<file path="src/rtl/switch_debouncer.sv">
// Four-channel slide-switch conditioner: two-flop synchroniser, then a per-channel
// IDLE/CHECK debounce FSM producing clean levels and registered rise/fall pulses.
module switch_debouncer #(
    parameter int unsigned WIDTH         = 4,
    parameter int unsigned STABLE_CYCLES = 1000000,
    parameter int unsigned CNT_WIDTH     = 20
) (
    input  logic             clk,
    input  logic             reset,
    input  logic [WIDTH-1:0] switches_raw,
    output logic [WIDTH-1:0] switches,
    output logic [WIDTH-1:0] rise,
    output logic [WIDTH-1:0] fall,
    output logic             all_stable
);

    typedef enum logic {
        IDLE  = 1'b0,
        CHECK = 1'b1
    } state_e;

    localparam logic [CNT_WIDTH-1:0] CNT_LAST = CNT_WIDTH'(STABLE_CYCLES - 1);

    logic [WIDTH-1:0]     sync1_q;
    logic [WIDTH-1:0]     sync2_q;
    logic [WIDTH-1:0]     switches_q;
    logic [WIDTH-1:0]     rise_q;
    logic [WIDTH-1:0]     fall_q;
    state_e               state_q [WIDTH];
    logic [CNT_WIDTH-1:0] cnt_q   [WIDTH];

    always_ff @(posedge clk) begin
        if (reset) begin
            sync1_q <= '0;
            sync2_q <= '0;
        end else begin
            sync1_q <= switches_raw;
            sync2_q <= sync1_q;
        end
    end

    // The IDLE->CHECK edge is not counted, so acceptance lands STABLE_CYCLES+1
    // edges after sync2 first differs (STABLE_CYCLES+2 after raw is sampled).
    always_ff @(posedge clk) begin
        if (reset) begin
            switches_q <= '0;
            rise_q     <= '0;
            fall_q     <= '0;
            for (int unsigned i = 0; i < WIDTH; i++) begin
                state_q[i] <= IDLE;
                cnt_q[i]   <= '0;
            end
        end else begin
            rise_q <= '0;
            fall_q <= '0;
            for (int unsigned i = 0; i < WIDTH; i++) begin
                case (state_q[i])
                    IDLE: begin
                        cnt_q[i] <= '0;
                        if (sync2_q[i] != switches_q[i]) begin
                            state_q[i] <= CHECK;
                        end
                    end
                    CHECK: begin
                        if (sync2_q[i] == switches_q[i]) begin
                            cnt_q[i]   <= '0;
                            state_q[i] <= IDLE;
                        end else if (cnt_q[i] == CNT_LAST) begin
                            switches_q[i] <= sync2_q[i];
                            rise_q[i]     <= sync2_q[i];
                            fall_q[i]     <= ~sync2_q[i];
                            cnt_q[i]      <= '0;
                            state_q[i]    <= IDLE;
                        end else begin
                            cnt_q[i] <= cnt_q[i] + CNT_WIDTH'(1);
                        end
                    end
                    default: begin
                        cnt_q[i]   <= '0;
                        state_q[i] <= IDLE;
                    end
                endcase
            end
        end
    end

    assign switches   = switches_q;
    assign rise       = rise_q;
    assign fall       = fall_q;
    assign all_stable = &(sync2_q ~^ switches_q);

endmodule

</file>
<file path="config.mk">
export PLATFORM = sky130hd
export DESIGN_NAME = switch_debouncer
export DESIGN_NICKNAME = d
export VERILOG_FILES = /design/src/rtl/switch_debouncer.sv
export SDC_FILE = /design/constraint.sdc
export NUM_CORES = 1
export LEC_CHECK = 0
export CELL_PAD_IN_SITES_DETAIL_PLACEMENT = 1
export CELL_PAD_IN_SITES_GLOBAL_PLACEMENT = 1
export CORE_UTILIZATION = 53
export DETAILED_ROUTE_END_ITERATION = 8
export PLACE_DENSITY = 0.87
export SYNTH_ARGS = -nofsm -noshare
export SYNTH_HDL_FRONTEND = slang
export SYNTH_SLANG_ARGS = --single-unit
</file>
<file path="constraint.sdc">
create_clock -name clk -period 5.3 [get_ports clk]
set_input_delay 1.06 -clock clk [delete_from_list [all_inputs] [get_ports clk]]
set_output_delay 1.06 -clock clk [all_outputs]
set_load 0.01 [all_outputs]
</file>
==> run_results.csv <==
group,metric,value,unit
status,status,"finished, final reports clean",
floorplanning,rows,36,
sta,grt_setup_unrepaired,"no",
synth,synth_top_family_by_area,"simple AND/OR/NAND/NOR gates",
power_and_ir_drop,switching_share,23.95,%
global_routing,antenna_found_initial,0,
power_and_ir_drop,p_clk_share,31.8,%
synth,synth_fa_ha_area_share,0.9383,%
cts,clockBufferDepth,2,
global_routing,grt_usage,25.71,%
cells_and_area,antenna_cells,0,
sta,slew_viol_final,0,
setup_path,setup.worst_path.end_class,"primary output",
sta,hold_viol,0,
cts,cts_max_level,3,
route,via_count,4118,
floorplanning,dieWidth,102.3,um
synth,synthDistinctLibCells,44,
sta,max_freq,320.9,MHz
setup_path,cp_slowest_cell,"clkdlybuf4s50_1",
synth,synthMuxAreaShare,0,%
power_and_ir_drop,max-vdd-ir-drop,204.1,uV
synth,postSynthCellCount,513,
placement,hpwl,8792,um
sta,setup_tns,0,ns
setup_path,max_stage_delay,0.62,ns
setup_path,arrival,2.06,ns
setup_path,cp_max_fo,6,
synth,synth_compound_area_share,7.131,%
cts,clkLatencyLatePin,0.39,ns
cts,cts_tree,"done",
cts,cts_resized,0,
cells_and_area,area_growth_syn_to_layout,15.04,%
sta,finalSetupViolations,0,
synth,yosys_warnings,0,
cts,clk_pin_slew,0.10,ns
cts,cts_setup_buffers,0,
floorplanning,start_util,54.57,%
global_routing,gr-total-overflow,0,
setup_path,worstSetupStartpointType,"flop",
sta,period_share,58.80,%
power_and_ir_drop,p_int,0.001132,W
cts,cts_hold_buf,0,
synth,synth-simple-area-share,24.84,%
floorplanning,core,9774,sq um
synth,synthXorXnorAreaFrac,9.524,%
sta,fin_crit,3.116,ns
cells_and_area,nFillCells,1125,
power_and_ir_drop,p_per_area,242.7,nW/um^2
flow_run,drv_cap,0,
placement,dp_slack,1.914,ns
sta,fin_skew,0.01001,ns
power_and_ir_drop,p_comb_share,4.8,%
synth,avgSynthCellArea,10.40,sq um
route,wire_per_inst,16.37,um
setup_path,crit_buf_inv,1,
synth,synth_seq_area_share,54.80,%
synth,syn-cell-area,5334,sq um
route,drtPass1Iterations,7,
setup_path,crit_family,"buffers and inverters",
synth,synth_seq_cells,104,
route,first_iter_violations,82,
worst_hold_path,hold_path.class,"reg2reg",
sta,setup_slack,2.184,ns
setup_path,required,4.24,ns
global_routing,grt_max_degree,21,
synth,async_reset_ff_share,0,%
cells_and_area,layout-drive-gt1-share,4.376,%
floorplanning,die_area,10470,sq um
setup_path,path_cells,"xor2_1, nor4_1, clkdlybuf4s50_1",
route,vias_per_cell,5.491,
global_routing,grt_pass1_wl,20400,um
global_routing,grt_pass1_vias,4306,
cells_and_area,nNetsFinal,622,
power_and_ir_drop,p_sw,0.0003566,W
floorplanning,boundaryPins,19,
sta,tightest_slew,0.6206,ns
power_and_ir_drop,p_seq_share,63.4,%
sta,max_slew_margin,58.49,%
route,drc,0,
placement,gp_congestion,0.7811,
synth,synthFlopType,"edfxtp_1",
cts,cts-buffers-inserted,9,
route,wirelength,12280,um
cells_and_area,final_cell_mix,"edfxtp_1, conb_1, nor2_1",
synth,synth_edf_count,84,
cts,cts_root_buf,"clkbuf_8",
route,ant_nets,0,
placement,numPortBuffers,18,
floorplanning,die_h,102.3,um
setup_path,crit_type,"reg2out",
cts,clock-sinks,104,
cells_and_area,layout_commonest_cell,"edfxtp_1",
power_and_ir_drop,p_leak,2.077,nW
## cell families after synthesis
logic type                 count (synthesis)
and+or+nand+nor                          247
DFF                                      104
AOI/OAI and AO/OA                         62
xor gates and xnor gates                  58
buffers and inverters                     37
adders and majority gates                  4
other                                      1
## power groups by stage
stage | registers (W) | logic, W | clock network [W]
4_1_cts | 0.000944 | 0.0000681 | 0.000492
5_1_grt | 0.000949 | 0.0000799 | 0.000515
3_3_place_gp | 0.000958 | 0.0000628 | 0
3_5_place_dp | 0.000962 | 0.0000667 | 0
6_report | 0.000944 | 0.0000708 | 0.000474
2_1_floorplan | 0.000951 | 0.0000504 | 0
## metrics by stage
step	instance area [sq um]	utilization (%)	total power [W]	hold WS, ns	cells
final	6136	62.78	0.001489	0.4569	750
after global routing	6136	62.78	0.001544	0.4700	750
after global placement	5953	60.91	0.001020	0.4203	734
after CTS	6136	62.78	0.001504	0.4651	750
after floorplan	5630	-	0.001001	0.4138	592
after detailed placement	5953	60.91	0.001029	0.4566	734
## sequential cells by signal, summed over array words and instances, names as in the netlist
| register | flops |
|---|---|
| sync1_q | 4 |
| switches | 4 |
| rise | 4 |
| sync2_q | 4 |
| fall | 4 |
| state_q | 4 |
| cnt_q | 80 |
## Yosys cell counts (all sizes together), types with 8 or more instances
| library cell | instances | area, sq um |
|---|---|---|
| or4 | 12 | 90.09 |
| a21oi | 23 | 115.1 |
| nor4 | 14 | 87.58 |
| nand2 | 26 | 97.59 |
| nand3 | 25 | 137.6 |
| o31ai | 12 | 90.09 |
| and3 | 10 | 62.56 |
| xnor2 | 42 | 367.9 |
| clkbuf | 11 | 41.29 |
| dfxtp | 20 | 400.4 |
| xor2 | 16 | 140.1 |
| nor3 | 20 | 100.1 |
| or3 | 12 | 75.07 |
| nor2b | 8 | 50.05 |
| inv | 24 | 90.09 |
| edfxtp | 84 | 2522 |
| nand4 | 17 | 112.6 |
| nor2 | 74 | 277.8 |
| o21ai | 17 | 85.08 |
| nor4b | 8 | 70.07 |
## metal layers
metal	vias to the layer above	share of wire [%]	global-route usage, %
met2	54	54	46.82
met3	21	2.9	7.250
met1	2048	42	29.00
met4	0	1.7	8.132
li1	1995	-	-
met5	-	0	0
## cell type report
cell class,instances,area [sq um],share of cell area [%]
Clock buffer,11,151.4,2.467
Sequential cell,104,2923,47.63
Timing Repair Buffer,22,210.2,3.426
Multi-Input combinational cell,451,2564,41.78
Clock inverter,5,31.28,0.5098
Inverter,24,90.09,1.468
Tap cell,133,166.4,2.712
## path summary, 6_finish.rpt
path                        startpoint                         end  slack (ns)  depth (start not counted)
max           switches[1]$_SDFFE_PP0P_                  all_stable        2.18                          3
min              sync1_q[3]$_SDFF_PP0_       sync2_q[3]$_SDFF_PP0_        0.46                          1
max reg2reg  cnt_q[3][0]$_SDFFCE_PN0P_  cnt_q[3][18]$_SDFFCE_PN0P_        3.01                          5
min reg2reg      sync1_q[3]$_SDFF_PP0_       sync2_q[3]$_SDFF_PP0_        0.46                          1
(Power assumes the default switching activity.)
